--- src/rtl/cnn_layer_accel_weight_sequence_gen_if.sv ---
`default_nettype none
// ============================================================================
// Module   : cnn_layer_accel_weight_sequence_gen_if
// Brief    : Control/table bundle between the QUAD FSM, the weight sequence
//            generator and the weight sequence table.
//            Optional: CNN_LAYER_ACCEL_WHT_SEQ_GEN_STATUS_EN adds pass_cnt_out.
// Revision : 1.0
// ============================================================================
interface cnn_layer_accel_weight_sequence_gen_if #(
  parameter int ADDR_W = 3,
  parameter int PASS_W = 16
);
  logic              start;
  logic [PASS_W-1:0] num_passes;
  logic              sel_init;
  logic              advance;
  logic              busy;
  logic              done;
  logic [1:0]        gray_code;
  logic              sequence_selector;
  logic [ADDR_W-1:0] seq_data_addr;
  logic              seq_valid;
  logic              wht_addr_valid;
`ifdef CNN_LAYER_ACCEL_WHT_SEQ_GEN_STATUS_EN
  logic [PASS_W-1:0] pass_cnt_out;

  modport master (
    input  start, num_passes, sel_init, advance,
    output busy, done, gray_code, sequence_selector, seq_data_addr,
           seq_valid, wht_addr_valid, pass_cnt_out
  );
  modport slave (
    output start, num_passes, sel_init, advance,
    input  busy, done, gray_code, sequence_selector, seq_data_addr,
           seq_valid, wht_addr_valid, pass_cnt_out
  );
`else
  modport master (
    input  start, num_passes, sel_init, advance,
    output busy, done, gray_code, sequence_selector, seq_data_addr,
           seq_valid, wht_addr_valid
  );
  modport slave (
    output start, num_passes, sel_init, advance,
    input  busy, done, gray_code, sequence_selector, seq_data_addr,
           seq_valid, wht_addr_valid
  );
`endif
endinterface
`default_nettype wire

--- src/rtl/cnn_layer_accel_weight_sequence_gen.sv ---
`default_nettype none
// ============================================================================
// Module   : cnn_layer_accel_weight_sequence_gen
// Brief    : Walks gray_code/sequence_selector/seq_data_addr over the weight
//            sequence table for a programmed number of passes.
//            Optional: CNN_LAYER_ACCEL_WHT_SEQ_GEN_STATUS_EN exports pass count.
// Revision : 1.0
// ============================================================================
module cnn_layer_accel_weight_sequence_gen #(
  parameter int SEQ_LEN = 5,
  parameter int ADDR_W  = 3,
  parameter int PASS_W  = 16,
  parameter int TBL_LAT = 1
) (
  input  logic clk,
  input  logic rst,
  cnn_layer_accel_weight_sequence_gen_if.master bus
);

  localparam logic [1:0]        c_idle      = 2'd0;
  localparam logic [1:0]        c_run       = 2'd1;
  localparam logic [1:0]        c_done      = 2'd2;
  localparam logic [ADDR_W-1:0] c_last_addr = ADDR_W'(SEQ_LEN - 1);

  logic [1:0]         state_q, state_d;
  logic [PASS_W-1:0]  num_passes_q, num_passes_d;
  logic [PASS_W-1:0]  pass_cnt_q, pass_cnt_d;
  logic [1:0]         gray_q, gray_d;
  logic               sel_q, sel_d;
  logic [ADDR_W-1:0]  addr_q, addr_d;
  logic               busy_q, busy_d;
  logic               done_q, done_d;
  logic               seq_valid_q, seq_valid_d;
  logic [TBL_LAT-1:0] vld_pipe_q, vld_pipe_d;
  logic               w_step;
  logic               w_end_of_pass;

  always_comb begin
    w_step        = seq_valid_q & bus.advance;
    w_end_of_pass = w_step && (addr_q == c_last_addr);
    state_d       = state_q;
    num_passes_d  = num_passes_q;
    pass_cnt_d    = pass_cnt_q;
    gray_d        = gray_q;
    sel_d         = sel_q;
    addr_d        = addr_q;
    // Shift in the accepted-request strobe; the cast keeps the low TBL_LAT bits.
    vld_pipe_d    = TBL_LAT'({vld_pipe_q, w_step});

    case (state_q)
      c_idle: begin
        if (bus.start) begin
          pass_cnt_d = '0;
          if (bus.num_passes != '0) begin
            num_passes_d = bus.num_passes;
            gray_d       = 2'b00;
            addr_d       = '0;
            sel_d        = bus.sel_init;
            state_d      = c_run;
          end else begin
            state_d = c_done;
          end
        end
      end
      c_run: begin
        if (w_end_of_pass) begin
          pass_cnt_d = pass_cnt_q + PASS_W'(1);
          // Final pass leaves the table index parked on its last value.
          if (pass_cnt_q == num_passes_q - PASS_W'(1)) begin
            state_d = c_done;
          end else begin
            addr_d = '0;
            gray_d = {gray_q[0], ~gray_q[1]};
            if (gray_q == 2'b10) begin
              sel_d = ~sel_q;
            end
          end
        end else if (w_step) begin
          addr_d = addr_q + ADDR_W'(1);
        end
      end
      c_done:  state_d = c_idle;
      default: state_d = c_idle;
    endcase

    busy_d      = (state_d == c_run);
    seq_valid_d = (state_d == c_run);
    done_d      = (state_d == c_done);
  end

  always_ff @(posedge clk) begin
    if (rst) begin
      state_q      <= c_idle;
      num_passes_q <= '0;
      pass_cnt_q   <= '0;
      gray_q       <= 2'b00;
      sel_q        <= 1'b0;
      addr_q       <= '0;
      busy_q       <= 1'b0;
      done_q       <= 1'b0;
      seq_valid_q  <= 1'b0;
      vld_pipe_q   <= '0;
    end else begin
      state_q      <= state_d;
      num_passes_q <= num_passes_d;
      pass_cnt_q   <= pass_cnt_d;
      gray_q       <= gray_d;
      sel_q        <= sel_d;
      addr_q       <= addr_d;
      busy_q       <= busy_d;
      done_q       <= done_d;
      seq_valid_q  <= seq_valid_d;
      vld_pipe_q   <= vld_pipe_d;
    end
  end

  assign bus.busy              = busy_q;
  assign bus.done              = done_q;
  assign bus.gray_code         = gray_q;
  assign bus.sequence_selector = sel_q;
  assign bus.seq_data_addr     = addr_q;
  assign bus.seq_valid         = seq_valid_q;
  assign bus.wht_addr_valid    = vld_pipe_q[TBL_LAT-1];
`ifdef CNN_LAYER_ACCEL_WHT_SEQ_GEN_STATUS_EN
  assign bus.pass_cnt_out      = pass_cnt_q;
`endif

endmodule
`default_nettype wire

--- src/flat_wrapper.sv ---
// flat-port wrapper written by rule: the top's interface ports become plain ports
module cnn_layer_accel_weight_sequence_gen_flat 
#(
  parameter int SEQ_LEN = 5,
  parameter int ADDR_W  = 3,
  parameter int PASS_W  = 16,
  parameter int TBL_LAT = 1
)
  (clk, rst, bus_start, bus_num_passes, bus_sel_init, bus_advance, bus_busy, bus_done, bus_gray_code, bus_sequence_selector, bus_seq_data_addr, bus_seq_valid, bus_wht_addr_valid);
  cnn_layer_accel_weight_sequence_gen_if #(.ADDR_W(ADDR_W), .PASS_W(PASS_W)) bus_i ();
  input  logic clk;
  input  logic rst;
  input wire logic [$bits(bus_i.start)-1:0] bus_start;
  input wire logic [$bits(bus_i.num_passes)-1:0] bus_num_passes;
  input wire logic [$bits(bus_i.sel_init)-1:0] bus_sel_init;
  input wire logic [$bits(bus_i.advance)-1:0] bus_advance;
  output wire logic [$bits(bus_i.busy)-1:0] bus_busy;
  output wire logic [$bits(bus_i.done)-1:0] bus_done;
  output wire logic [$bits(bus_i.gray_code)-1:0] bus_gray_code;
  output wire logic [$bits(bus_i.sequence_selector)-1:0] bus_sequence_selector;
  output wire logic [$bits(bus_i.seq_data_addr)-1:0] bus_seq_data_addr;
  output wire logic [$bits(bus_i.seq_valid)-1:0] bus_seq_valid;
  output wire logic [$bits(bus_i.wht_addr_valid)-1:0] bus_wht_addr_valid;
  assign bus_i.start = bus_start;
  assign bus_i.num_passes = bus_num_passes;
  assign bus_i.sel_init = bus_sel_init;
  assign bus_i.advance = bus_advance;
  assign bus_busy = bus_i.busy;
  assign bus_done = bus_i.done;
  assign bus_gray_code = bus_i.gray_code;
  assign bus_sequence_selector = bus_i.sequence_selector;
  assign bus_seq_data_addr = bus_i.seq_data_addr;
  assign bus_seq_valid = bus_i.seq_valid;
  assign bus_wht_addr_valid = bus_i.wht_addr_valid;
  cnn_layer_accel_weight_sequence_gen #(.SEQ_LEN(SEQ_LEN), .ADDR_W(ADDR_W), .PASS_W(PASS_W), .TBL_LAT(TBL_LAT)) u_core (.clk(clk), .rst(rst), .bus(bus_i));
endmodule
--- config.mk ---
export PLATFORM = sky130hd
export DESIGN_NAME = cnn_layer_accel_weight_sequence_gen_flat
export DESIGN_NICKNAME = d
export VERILOG_FILES = /design/src/rtl/cnn_layer_accel_weight_sequence_gen_if.sv /design/src/rtl/cnn_layer_accel_weight_sequence_gen.sv /design/src/flat_wrapper.sv
export SDC_FILE = /design/constraint.sdc
export NUM_CORES = 1
export LEC_CHECK = 0
export BUFFER_PORTS_ARGS = -buffer_cell sky130_fd_sc_hd__clkbuf_2
export CORE_MARGIN = 4
export CORE_UTILIZATION = 55
export CTS_BUF_LIST = sky130_fd_sc_hd__clkbuf_4
export CTS_CLUSTER_SIZE = 24
export DETAILED_ROUTE_END_ITERATION = 6
export HOLD_SLACK_MARGIN = 0.02
export PLACE_DENSITY = 0.87
export SLEW_MARGIN = 30
export SYNTH_ARGS = -nofsm -noshare
export SYNTH_HDL_FRONTEND = slang
export SYNTH_SLANG_ARGS = --single-unit
--- constraint.sdc ---
create_clock -name clk -period 4.1 [get_ports clk]
set_input_delay 0.41 -clock clk [delete_from_list [all_inputs] [get_ports clk]]
set_output_delay 0.41 -clock clk [all_outputs]
set_load 0.005 [all_outputs]
---- After elaboration in Yosys (flattened, before gate mapping) ----
Cells that the tools add are included.
W data, S select, Z words.
storage, ports and cells
  register bits ........................... 43
  word-level logic and storage cells ...... 62
  input port bits ......................... 21
  output and inout port bits .............. 10
cells by class
  reductions and logical operators ........ 9
  $add $sub $neg .......................... 3
  equal/unequal tests ..................... 13
  bitwise logic cells ..................... 3
  muxes and demuxes ....................... 25
operator list
  cell                     number
  $mux W16                 2
  $pmux W16 S2             1
  $add A16 B1 Y16 const B  1
  $eq A16 B16 Y1           1
  $mux W2                  8
  $reduce_bool A16 Y1      1
  $sub A16 B1 Y16 const B  1
  $mux W3                  5
  $reduce_and A5 Y1        2
  $pmux W2 S2              2
  $ne A2 B1 Y1 const B     3
  $pmux W3 S2              1
  $reduce_and A3 Y1        2
  $reduce_and A6 Y1        1
  $mux W1                  5
  $eq A2 B1 Y1 const B     2
  $eq A2 B2 Y1 const B     2
  $ne A2 B2 Y1 const B     2
  $add A3 B1 Y3 const B    1
  $eq A3 B3 Y1 const B     1
  $ne A3 B1 Y1 const B     1
  $ne A3 B3 Y1 const B     1
  $logic_not A2 Y1         1
  $not A1 Y1               2
  4 further kinds          4

---- Depth between registers and ports, before layout ----
Gate-level depths: netlist of the first run.
  depth in word-level cells ............... 6
  mapped depth ............................ 11
  depth with buffers taken out ............ 10

---- Worst setup path before layout of the first run ----
Ideal clock, no wire load.
  path type ............................... register to register
  from .................................... register u_core.num_passes_q[0]
  to ...................................... register u_core.addr_q[1] (netlist: u_core.bus.seq_data_addr[1])
  required time ........................... 4035 ps
  path slack .............................. 1235 ps
  setup time .............................. 65 ps
  cell stages (with the launch flop) ...... 11
  period minus slack after synthesis ...... 2865 ps
  buffers on the path ..................... 1
  data arrival time ....................... 2800 ps
  cell sequence ........................... dfxtp_1 inv_1 ha_1 clkbuf_1 or4b_2 nor3_1 mux2_2 and4bb_2 a21oi_4 mux2_2 nor2_1
on the way
  word-level cells in the longest chain between the ends .. 4
RTL lines
  element                             line                                        text
  start: declaration                  cnn_layer_accel_weight_sequence_gen.sv:26   logic [PASS_W-1:0] num_passes_q, num_passes_d;
  start signal: assignment            cnn_layer_accel_weight_sequence_gen.sv:105  num_passes_q <= num_passes_d;
  $sub A16 B1 Y16                     cnn_layer_accel_weight_sequence_gen.sv:69   if (pass_cnt_q == num_passes_q - PASS_W'(1)) begin
  $eq A16 B16 Y1                      cnn_layer_accel_weight_sequence_gen.sv:69
  $ne A3 B3 Y1 (no source line)       -
  $reduce_and A5 Y1 (no source line)  -
  end signal: assignment              cnn_layer_accel_weight_sequence_gen.sv:109  addr_q <= addr_d;
  end: declaration                    cnn_layer_accel_weight_sequence_gen.sv:30   logic [ADDR_W-1:0] addr_q, addr_d;
Every way passes these cells.
A chain may end at the register's enable or synchronous reset.

---- Worst setup path after layout of the first run ----
Ends and elaborated chain as after synthesis.

==> summary.txt, run 1 <==
Cells and area
  – Area of the multi-input gates: 1480 um2
  – Share of cells above drive strength 1: 15.4%
  – Nets: 343
  – Register area: 861 um2
  – Finished Layout Cells: 369
  – Fill count: 368
  – Antenna Cells: 0
  – Area Growth Syn to Fin: 9.79%

GRT
  – Global Route met3 Usage: 4.59%
  – Largest net degree at the start of global routing: 33
  – GR Util met2: 39.0%
  – Initial antenna violation count: 0
  – GR peak layer: met2
  – Total gr overflow: 0
  – Total track usage: 22.5%
  – GRT met1 Usage: 27.5%
  – First-pass GRT wire length: 9.48 mm
  – Vias in the first global route: 2109

Flow run
  – Max_cap viols: 0

Clocking
  – Clk pin slew, worst setup/hold paths: 120 ps
  – Setup bufs post-CTS: 0
  – Longest Clk Path Bufs: 2
  – CTS hold repair buffers: 0
  – CTS tree: done
  – Clk Latency, worst-skew pair: 360 ps
  – CTS H-Tree Depth: 2
  – Quantity of gates resized following cts: 0
  – CTS Root Cell: clkbuf_4
  – Clock Sinks: 43
  – Total CTS buffers: 5

Die
  – Die Y-Extent: 74.5 um
  – Row count: 23
  – Full die area: 5540 um2
  – Die X-Extent: 74.5 um
  – Initial Util: 58.6%
  – I/O pins: 31
  – Total core area: 4140 um2

Detailed routing
  – 1st-pass router iterations: 4
  – Final WL: 5.64 mm
  – DR WL/cell: 15.3 um
  – Via density: 5.93
  – DRC viols: 0
  – Initial DRC count: 185
  – Post-DRT Antenna Nets: 0
  – Vias: 2190

Power and ir drop
  – Pwr dens: 325 nW/um2
  – Leakage: 0.00110 uW
  – Maximum vdd ir drop: 279 uV

Status
  – Status: finished clean

Setup path
  – Worst Path Arrival: 3360 ps
  – Crit path buf inv count: 1
  – Max incr delay on CP: 650 ps
  – Setup slack, reg-to-reg: 1040 ps
  – Critical Path RT: 4400 ps
  – Crit. End Element: register
  – Critical path class: reg -> reg
  – Reg2Reg Depth: 9
  – Worst r2r dst: u_core.bus.seq_data_addr[1]
  – Crit-path most repeated cell: mux2_2
  – Delay-heaviest family, CP: simple AND/OR/NAND/NOR gates
  – Slowest CP cell: or4b_2
  – Type of element launching the critical path: register
  – Start of the worst register-to-register path: u_core.num_passes_q[0]
  – CP Max Fanout: 8
  – CP Cell Sequence: inv_1 > ha_1 > or4b_2 > nor3_1 > mux2_2 > and4bb_2 > a21oi_4 > mux2_2 > nor2_1

STA
  – TNS Setup: 0 ps
  – Final critical-path share of the clock period: 74.6%
  – Slew Limit Fails: 0
  – Worst slew margin: 40.3%
  – RSZ-0062 raised after global routing: false
  – Worst Max-Slew Pin Slew: 893 ps
  – Final hold vios: 0
  – Crit path time final: 3060 ps
  – Max Fclk: 0.327 GHz
  – Final number of setup-violating endpoints: 0
  – Final setup skew: 3.11 ps

Hold path
  – HP Class: in -> reg
  – Min-Delay Startpoint: bus_advance
  – Hold Path Cell Cnt: 3
  – WHS Endpoint: u_core.bus.wht_addr_valid

Logic synthesis
  – Seq/Total Area, Yosys: 35.4%
  – Syn nets: 317
  – Flops & latches, synth: 43
  – Mapped Cells: 292
  – Number of synthesis warnings: 0
  – Number of enable-type register cells in the synthesized netlist: 0
  – Async set-reset flop share out of synthesis: 0%
  – Synth Flop Type: dfxtp_1
  – Cell variety after synth: 51
  – Cell area after synthesis: 2430 um2
  – Post-Syn Area per Cell: 8.32 um2

Placed design
  – DP HPWL: 4.19 mm
  – GPL Wtd Cong: 0.930
  – Inst Count DP: 361
  – Number of port buffers: 30
[registers in the layout, summed over array words and instances, names as in the netlist]
register / cells
u_core.num_passes_q: 16
u_core.pass_cnt_q: 16
u_core.bus.seq_data_addr: 3
u_core.bus.gray_code: 2
u_core.state_q: 2
u_core.bus.busy: 1
u_core.bus.done: 1
u_core.bus.sequence_selector: 1
u_core.bus.wht_addr_valid: 1
[worst min-delay path: cells and delay by family]
kind	cells	cell delay (ps)
and+or+nand+nor	2	100
buffers and inverters	1	100
[cells by family after synthesis]
group / Yosys count / synth area share [%]
buffers and inverters: 21 / 3.81
adders and majority gates: 4 / 2.06
DFF: 43 / 35.4
muxes: 21 / 8.76
and+or+nand+nor: 134 / 27.9
AOI/OAI and AO/OA: 42 / 12.3
xor gates and xnor gates: 27 / 9.74
[through the flow]
stage | hold WS [ps] | instance area [um2] | setup WS [ps] | total power [uW] | util [%]
after floorplan | 470 | 2430 | 1230 | 570 | -
after global placement | 498 | 2590 | 1200 | 605 | 62.5
after detailed placement | 484 | 2590 | 1090 | 610 | 62.5
after CTS | 253 | 2670 | 1050 | 872 | 64.3
after global routing | 255 | 2670 | 847 | 909 | 64.3
final | 276 | 2670 | 1040 | 868 | 64.3
[routing by layer]
metal  vias to the layer above  wire length [um]
met2                        63              2790
met3                        10               383
met1                      1027              2360
met4                         0                99
met5                         -                 0
li1                       1090                 -
[synthesized netlist by cell type (3+ instances only)]
cell type,count,area [um2]
and3_1,4,25.0
nor2b_1,3,18.8
nor2_1,45,169
o21ai_0,6,30.0
ha_1,4,50.1
xnor2_1,14,123
and2_1,3,18.8
a21oi_1,14,70.1
nand3_1,9,45.0
or3_1,3,18.8
dfxtp_1,43,861
nor4_1,8,50.1
nand4_1,7,43.8
a32oi_1,3,26.3
nand2b_1,8,50.1
nor3_1,14,70.1
clkbuf_1,7,26.3
nand2_1,20,75.1
mux2i_1,19,190
inv_1,9,33.8
xor2_1,13,114
[final cells by class]
class	instances	area share, %
inverter	9	1.27
multi-input combinational	228	55.3
clock inverter	3	1.45
timing repair buffer	31	5.91
tap	50	2.35
clock buffer	5	1.41
sequential	43	32.3
[cell usage in the layout (no fill, tap or decap), drive strengths merged, types with 2 or more instances in the layout]
| cell type | n |
|---|---|
| nor2 | 45 |
| dfxtp | 43 |
| clkbuf | 35 |
| nand2 | 20 |
| mux2i | 19 |
| a21oi | 16 |
| xnor2 | 14 |
| nor3 | 14 |
| xor2 | 13 |
| inv | 9 |
| nand3 | 9 |
| nor4 | 8 |
| nand2b | 8 |
| nand4 | 7 |
| o21ai | 6 |
| and3 | 4 |
| ha | 4 |
| nor2b | 3 |
| and2 | 3 |
| a32oi | 3 |
| or3 | 3 |
| o211ai | 2 |
| o211a | 2 |
| a31oi | 2 |
| o31ai | 2 |
| mux2 | 2 |
| nor3b | 2 |
| or4 | 2 |
| or4b | 2 |
| clkinv | 2 |
[how the worst max path moves through the flow]
stage	start	endpoint	depth (start not counted)
3_3_place_gp	u_core.num_passes_q[0]	u_core.bus.seq_data_addr[1]	9
3_5_place_dp	u_core.num_passes_q[0]	u_core.bus.seq_data_addr[1]	9
2_1_floorplan	u_core.num_passes_q[0]	u_core.bus.seq_data_addr[1]	10
4_1_cts	u_core.num_passes_q[0]	u_core.bus.seq_data_addr[1]	9
6_report	u_core.num_passes_q[0]	u_core.bus.seq_data_addr[1]	9
5_1_grt	u_core.num_passes_q[0]	u_core.bus.seq_data_addr[1]	9
[where the power goes]
| part | leakage [uW] | total [uW] | switching [uW] | internal [uW] |
|---|---|---|---|---|
| sequential | 0.000350 | 448 | 17.9 | 430 |
| combinational | 0.000703 | 157 | 87.0 | 69.7 |
| clock | 0.0000426 | 263 | 138 | 125 |
| total | 0.00110 | 868 | 243 | 625 |
Power figures use the tool's default switching activity.
==> inputs of run 2 (changes only) <==
--- a/config.mk
+++ b/config.mk
@@ -5,6 +5,7 @@
 export SDC_FILE = /design/constraint.sdc
 export NUM_CORES = 1
 export LEC_CHECK = 0
+export ABC_AREA = 1
 export BUFFER_PORTS_ARGS = -buffer_cell sky130_fd_sc_hd__clkbuf_2
 export CORE_MARGIN = 4
 export CORE_UTILIZATION = 55
==> constraint.sdc (replaced) <==
create_clock -name clk -period 3.2 [get_ports clk]
set_input_delay 0.32 -clock clk [delete_from_list [all_inputs] [get_ports clk]]
set_output_delay 0.32 -clock clk [all_outputs]
set_load 0.005 [all_outputs]
==> run 2 against run 1 <==
Clock-buffer cell count grew 1; routed wire length grew 13%; clock power is essentially flat; critical path type unchanged; critical endpoint is now u_core.bus.seq_data_addr[0].
==> summary.txt, run 2 <==
Cells and area
  – Nets: 487 (+42%)
  – Area Growth Syn to Fin: 9.64%
  – Share of cells above drive strength 1: 14.5% (-0.89 points)
  – Most frequent cells in the layout: nand2_1, nor2_1, inv_1
  – Antenna Cells: 0 (unchanged)
  – Commonest non-fill, non-tap cell in the layout: nand2_1

Logic synthesis
  – Seq/Total Area, Yosys: 31.1% (-4.3 points)
  – Synth Flop Type: dfxtp_1
  – Post-Syn Area per Cell: 6.43 um2 (-23%)
  – Number of enable-type register cells in the synthesized netlist: 0 (unchanged)
  – Mapped Cells: 430 (+47%)
  – Number of synthesis warnings: 0 (unchanged)
  – Area contributors post-synth: dfxtp_1, nand2_1, nor2_1
  – Most common library cells after synthesis: nand2_1, nor2_1, inv_1
  – Cell area after synthesis: 2760 um2 (+14%)
  – Cell variety after synth: 35 (-31%)
  – Cell with the most instances after synthesis: nand2_1
  – Flops & latches, synth: 43 (unchanged)
  – Top cell type's share of synthesized area: 31.1% (-4.3 points)
  – Async set-reset flop share out of synthesis: 0% (unchanged)
  – Area leader, netlist: dfxtp_1
  – Syn nets: 455 (+44%)

GRT
  – Largest net degree at the start of global routing: 20 (-39%)
  – Total gr overflow: 0 (unchanged)
  – First-pass GRT wire length: 11.0 mm (+16%)
  – Vias in the first global route: 2540 (+20%)
  – Initial antenna violation count: 0 (unchanged)
  – Total track usage: 21.7% (-0.86 points)

STA
  – TNS Setup: 0 ps (unchanged)
  – RSZ-0062 raised after global routing: false
  – Final critical-path share of the clock period: 66.5% (-8.2 points)
  – Final hold vios: 0 (unchanged)
  – Crit path time final: 2130 ps (-933 ps)
  – Worst Max-Slew Pin Slew: 810 ps (-82.6 ps)
  – Final setup skew: 8.98 ps (+5.87 ps)
  – Slew Limit Fails: 0 (unchanged)
  – Final number of setup-violating endpoints: 0 (unchanged)
  – Max Fclk: 0.470 GHz (+44%)
  – Worst slew margin: 45.8% (+5.5 points)

Placed design
  – GPL Wtd Cong: 0.918 (-1.3%)
  – Number of port buffers: 30 (unchanged)
  – DP HPWL: 5.11 mm (+22%)

Power and ir drop
  – Maximum vdd ir drop: 252 uV (-9.4%)
  – Pwr dens: 396 nW/um2 (+22%)
  – Tot Pwr: 1200 uW (+38%)
  – Leakage: 0.00141 uW (+29%)

Die
  – Initial Util: 57.8% (-0.85 points)
  – I/O pins: 31 (unchanged)
  – Total core area: 4790 um2 (+15%)
  – Full die area: 6220 um2 (+12%)
  – Die X-Extent: 78.9 um (+6.0%)
  – Die Y-Extent: 78.9 um (+6.0%)
  – Row count: 25 (+8.7%)

Clocking
  – CTS hold repair buffers: 0 (unchanged)
  – Clock Sinks: 43 (unchanged)
  – Clk pin slew, worst setup/hold paths: 130 ps (about the same)
  – Total CTS buffers: 5 (unchanged)
  – Quantity of gates resized following cts: 0 (unchanged)
  – CTS tree: done
  – CTS Root Cell: clkbuf_4
  – Clk Latency, worst-skew pair: 360 ps (about the same)
  – Setup bufs post-CTS: 0 (unchanged)
  – Longest Clk Path Bufs: 2 (unchanged)
  – CTS H-Tree Depth: 2 (unchanged)

Setup path
  – CP Capture Point: u_core.bus.seq_data_addr[0]
  – Max incr delay on CP: 330 ps (-320 ps)
  – Crit. End Element: register
  – Slowest CP cell: dfxtp_1
  – CP startpoint: u_core.num_passes_q[1]
  – Stages on worst setup path: 14 (+5)
  – Critical path class: reg -> reg
  – Critical Path RT: 3500 ps (-900 ps)
  – CP Max Fanout: 6 (-2)
  – Delay-heaviest family, CP: simple AND/OR/NAND/NOR gates
  – CP Cell Sequence: inv_1 > ha_1 > nand3_4 > nor2_1 > nand2_1 > nand3_1 > nand2_1 > nor2_1 > nand2_1 > nor2_4 > nand4_4 > nand2_2 > nand2_1 > a21oi_1
  – Start of the worst register-to-register path: u_core.num_passes_q[1]
  – Worst Path Arrival: 2430 ps (-930 ps)
  – Reg2Reg Depth: 14 (+5)
  – Crit path buf inv count: 1 (unchanged)
  – Setup slack, reg-to-reg: 1070 ps (+30 ps)
  – Type of element launching the critical path: register
  – Crit-path most repeated cell: nand2_1
  – Worst r2r dst: u_core.bus.seq_data_addr[0]

Detailed routing
  – Initial DRC count: 220 (+19%)
  – 1st-pass router iterations: 5 (+1)
  – Post-DRT Antenna Nets: 0 (unchanged)
  – Final WL: 6.38 mm (+13%)
  – Vias: 2803 (+28%)
  – Via density: 5.29 (-11%)
  – DR WL/cell: 12.0 um (-21%)
  – DRC viols: 0 (unchanged)

Hold path
  – HP Class: in -> reg

Flow run
  – Max_cap viols: 0 (unchanged)

Status
  – Status: finished clean
[run 2: cell count changes after synthesis, moves of 7 or more]
cell | previous run | this run
nand2_1 | 20 | 115
xor2_1 | 13 | 4
nor3_1 | 14 | 7
inv_1 | 9 | 46
xnor2_1 | 14 | 6
nor2_4 | 0 | 8
mux2i_1 | 19 | 0
o21ai_0 | 6 | 23
a21oi_1 | 14 | 27
nor2_1 | 45 | 66
nand3_1 | 9 | 22
[run 2: worst min-delay path: stages]
cell and delay, ps:
clkbuf_2 80, o21ai_0 70, nor2_1 80
[run 2: cell families (layout without fill, tap and decap cells)]
kind of cell	Yosys count	in the layout	share of synthesized area, %
buffers and inverters	58	91	8.06
DFF	43	43	31.1
and+or+nand+nor	253	253	44.2
adders and majority gates	4	4	1.81
xor gates and xnor gates	10	10	3.17
AOI/OAI and AO/OA	62	62	11.6
[run 2: worst min-delay path by stage]
stage | cells past startpoint | start | slack, ps | endpoint
after floorplan | 1 | u_core.pass_cnt_q[7] | 460 | u_core.pass_cnt_q[7]
after global placement | 1 | u_core.pass_cnt_q[7] | 480 | u_core.pass_cnt_q[7]
after detailed placement | 2 | u_core.bus.gray_code[1] | 480 | u_core.bus.gray_code[1]
after CTS | 3 | bus_num_passes[10] | 230 | u_core.num_passes_q[10]
after global routing | 3 | bus_num_passes[8] | 250 | u_core.num_passes_q[8]
final | 3 | bus_num_passes[10] | 230 | u_core.num_passes_q[10]
[run 2: cell type report]
| class | instances | area, um2 |
|---|---|---|
| clock inverter | 2 | 7.51 |
| clock buffer | 6 | 45.0 |
| sequential | 43 | 861 |
| inverter | 52 | 195 |
| multi-input combinational | 329 | 1680 |
| fill | 419 | 1760 |
| timing repair buffer | 31 | 158 |
| tap | 67 | 83.8 |
[run 2: through the flow]
stage / setup WS, ps / area, um2 / utilization, % / hold slack (ps) / std cells
2_1_floorplan: 1350 / 2760 / - / 456 / 430
3_3_place_gp: 1120 / 2980 / 62.2 / 478 / 522
4_1_cts: 1050 / 3030 / 63.3 / 226 / 530
5_1_grt: 827 / 3030 / 63.3 / 246 / 530
6_report: 1070 / 3030 / 63.3 / 227 / 530
3_5_place_dp: 1080 / 2980 / 62.2 / 484 / 522
[run 2: routing by layer]
layer	vias up	global-route usage, %	routed length (um)
li1	1449	-	-
met1	1233	27.6	2900
met2	101	36.0	2900
met3	20	4.20	420
met4	0	8.76	150
met5	-	0	0
[run 2: power by group]
group	switching (uW)	internal [uW]	leakage, uW
clock	175	90.1	0.0000307
combinational	224	122	0.00103
sequential	28.4	561	0.000351
total	427	772	0.00141
==> inputs of run 3 (changes only) <==
==> constraint.sdc (replaced) <==
create_clock -name clk -period 2 [get_ports clk]
set_input_delay 0.2 -clock clk [delete_from_list [all_inputs] [get_ports clk]]
set_output_delay 0.2 -clock clk [all_outputs]
set_load 0.005 [all_outputs]
==> run 3 against run 2 <==
The flow now finishes with violations (setup timing); clock-buffer cell count shrank 1; worst hold slack got worse by 120 ps; routed wire length grew 19%; utilization is 7.1 points higher; critical path depth fell by 1; combinational power grew 91%; global-route usage increased by 1.4 points; flip-flop and latch count unchanged; die area unchanged; design area increased by 11%; maximum frequency grew 2.3%; non-clock buffer count up 27; critical endpoint is now u_core.bus.seq_data_addr[2].
==> summary.txt, run 3 (synthesis results as in run 2) <==
STA
  – Worst slew margin: 62.3% (+17 points)
  – Final setup skew: 8.66 ps (-0.318 ps)
  – TNS Setup: -246 ps (-246 ps)
  – Slew Limit Fails: 0 (unchanged)
  – Max Fclk: 0.481 GHz (+2.3%)
  – Final hold vios: 0 (unchanged)
  – Final number of setup-violating endpoints: 4 (+4)
  – Setup ws final: -79.9 ps (-1150 ps)
  – Final critical-path share of the clock period: 104% (+38 points)
  – Worst Max-Slew Pin Slew: 561 ps (-249 ps)
  – Hold slack: 105 ps (-122 ps)
  – RSZ-0062 raised after global routing: true
  – Crit path time final: 2080 ps (-47.6 ps)

Clocking
  – Clock Sinks: 43 (unchanged)
  – Clk pin slew, worst setup/hold paths: 140 ps (about the same)
  – Longest Clk Path Bufs: 2 (unchanged)
  – CTS tree: done
  – CTS Root Cell: clkbuf_4
  – CTS hold repair buffers: 0 (unchanged)
  – CTS H-Tree Depth: 2 (unchanged)
  – Total CTS buffers: 5 (unchanged)
  – Clk Latency, worst-skew pair: 360 ps (about the same)

Die
  – I/O pins: 31 (unchanged)
  – Total core area: 4790 um2 (unchanged)
  – Initial Util: 57.8% (unchanged)
  – Die Y-Extent: 78.9 um (unchanged)
  – Die X-Extent: 78.9 um (unchanged)
  – Full die area: 6220 um2 (unchanged)
  – Row count: 25 (unchanged)

Detailed routing
  – DRC viols: 0 (unchanged)
  – Vias: 3044 (+8.6%)
  – 1st-pass router iterations: 5 (unchanged)
  – DR WL/cell: 13.6 um (+13%)
  – Post-DRT Antenna Nets: 0 (unchanged)
  – Via density: 5.46 (+3.3%)
  – Final WL: 7.57 mm (+19%)
  – Initial DRC count: 299 (+36%)

Setup path
  – Start of the worst register-to-register path: u_core.num_passes_q[3]
  – Reg2Reg Depth: 13 (-1)
  – Critical Path RT: 2310 ps (-1190 ps)
  – Crit. End Element: register
  – CP Max Fanout: 7 (+1)
  – Setup slack, reg-to-reg: -80 ps (-1150 ps)
  – CP Capture Point: u_core.bus.seq_data_addr[2]
  – Type of element launching the critical path: register
  – Critical path class: reg -> reg
  – Worst Path Arrival: 2390 ps (-40 ps)
  – CP startpoint: u_core.num_passes_q[3]
  – Worst r2r dst: u_core.bus.seq_data_addr[2]

Power and ir drop
  – Pwr dens: 609 nW/um2 (+54%)
  – Leakage: 0.00156 uW (+10%)
  – Tot Pwr: 2050 uW (+71%)
  – Maximum vdd ir drop: 520 uV (+110%)

Cells and area
  – Nets: 514 (+5.5%)
  – Share of cells above drive strength 1: 26.9% (+12 points)
  – Antenna Cells: 0 (unchanged)
  – Area Growth Syn to Fin: 22.0%
  – Most frequent cells in the layout: nand2_1, nor2_1, inv_1
  – Commonest non-fill, non-tap cell in the layout: nand2_1

Placed design
  – Number of port buffers: 30 (unchanged)
  – GPL Wtd Cong: 0.935 (+1.9%)
  – DP HPWL: 5.28 mm (+3.3%)

GRT
  – First-pass GRT wire length: 11.6 mm (+5.6%)
  – Largest net degree at the start of global routing: 20 (unchanged)
  – Initial antenna violation count: 0 (unchanged)
  – Total track usage: 23.1% (+1.4 points)
  – Total gr overflow: 0 (unchanged)
  – Vias in the first global route: 2701 (+6.3%)

Flow run
  – Max_cap viols: 0 (unchanged)

Status
  – Failing checks: setup timing
  – Status: finished, violations left

Hold path
  – HP Class: in -> reg
-- run 3: cell count changes in the layout (fill, tap and decap cells not counted), moves of 7 or more --
cell | before | now
buf_4 | 1 | 26
nor2_2 | 2 | 9
nand2_1 | 115 | 106
nor2_1 | 66 | 58
nand2_2 | 6 | 13
-- run 3: worst min path at each step --
stage | to | startpoint | slack, ps | cells after the start
after detailed placement | u_core.bus.gray_code[0] | u_core.bus.gray_code[0] | 480 | 2
after global routing | u_core.num_passes_q[11] | bus_num_passes[11] | 130 | 3
final | u_core.num_passes_q[9] | bus_num_passes[9] | 100 | 3
after global placement | u_core.num_passes_q[8] | bus_num_passes[8] | 480 | 3
after CTS | u_core.num_passes_q[12] | bus_num_passes[12] | 100 | 3
after floorplan | u_core.num_passes_q[10] | bus_num_passes[10] | 370 | 2
-- run 3: final cells by class --
cell class	count	area, um2
repair buffers	58	368
inverters	52	195
clock inverters	3	20.0
well taps	67	83.8
fillers	363	1410
multi-input cells	329	1800
clock buffers	5	37.5
flip-flops and latches	43	866
-- run 3: power by group --
group	total [uW]	internal (uW)	switching, uW
Combinational	659	250	409
Clock	448	135	313
Sequential	946	899	46.9
Total	2050	1280	769
-- run 3: critical path, cell delays in order (launching register included) --
cell     delay [ps]
dfxtp_1         400
nor2_2          220
nand2_2         110
nor2_4          200
nand2_1          70
nand3_1         130
nand2_1          60
nor2_1           90
nand2_1          90
nor2_4          180
nand4_4         160
nand2_4         120
nand2_2          60
a21oi_2         130
-- run 3: metal layers --
metal / vias up / global-route usage, % / wire (um)
met3: 32 / 4.42 / 618
met1: 1374 / 28.2 / 3160
met4: 0 / 9.62 / 246
li1: 1495 / - / -
met5: - / 0 / 0
met2: 143 / 39.6 / 3540
-- run 3: what timing repair did --
action / CTS / global route
resized for setup: 9 / 33
buffers inserted: 3 / 11
endpoints found under the setup margin: 9 / 16
pin swaps: 8 / 12
-- run 3: through the flow --
step	setup WS, ps	instance area (um2)	cells	util, %
after floorplan	154	2760	430	-
after global placement	-98.6	3080	535	64.3
after detailed placement	-148	3080	535	64.3
after CTS	-90.2	3180	546	66.5
after global routing	-228	3370	557	70.5
final	-79.9	3370	557	70.5
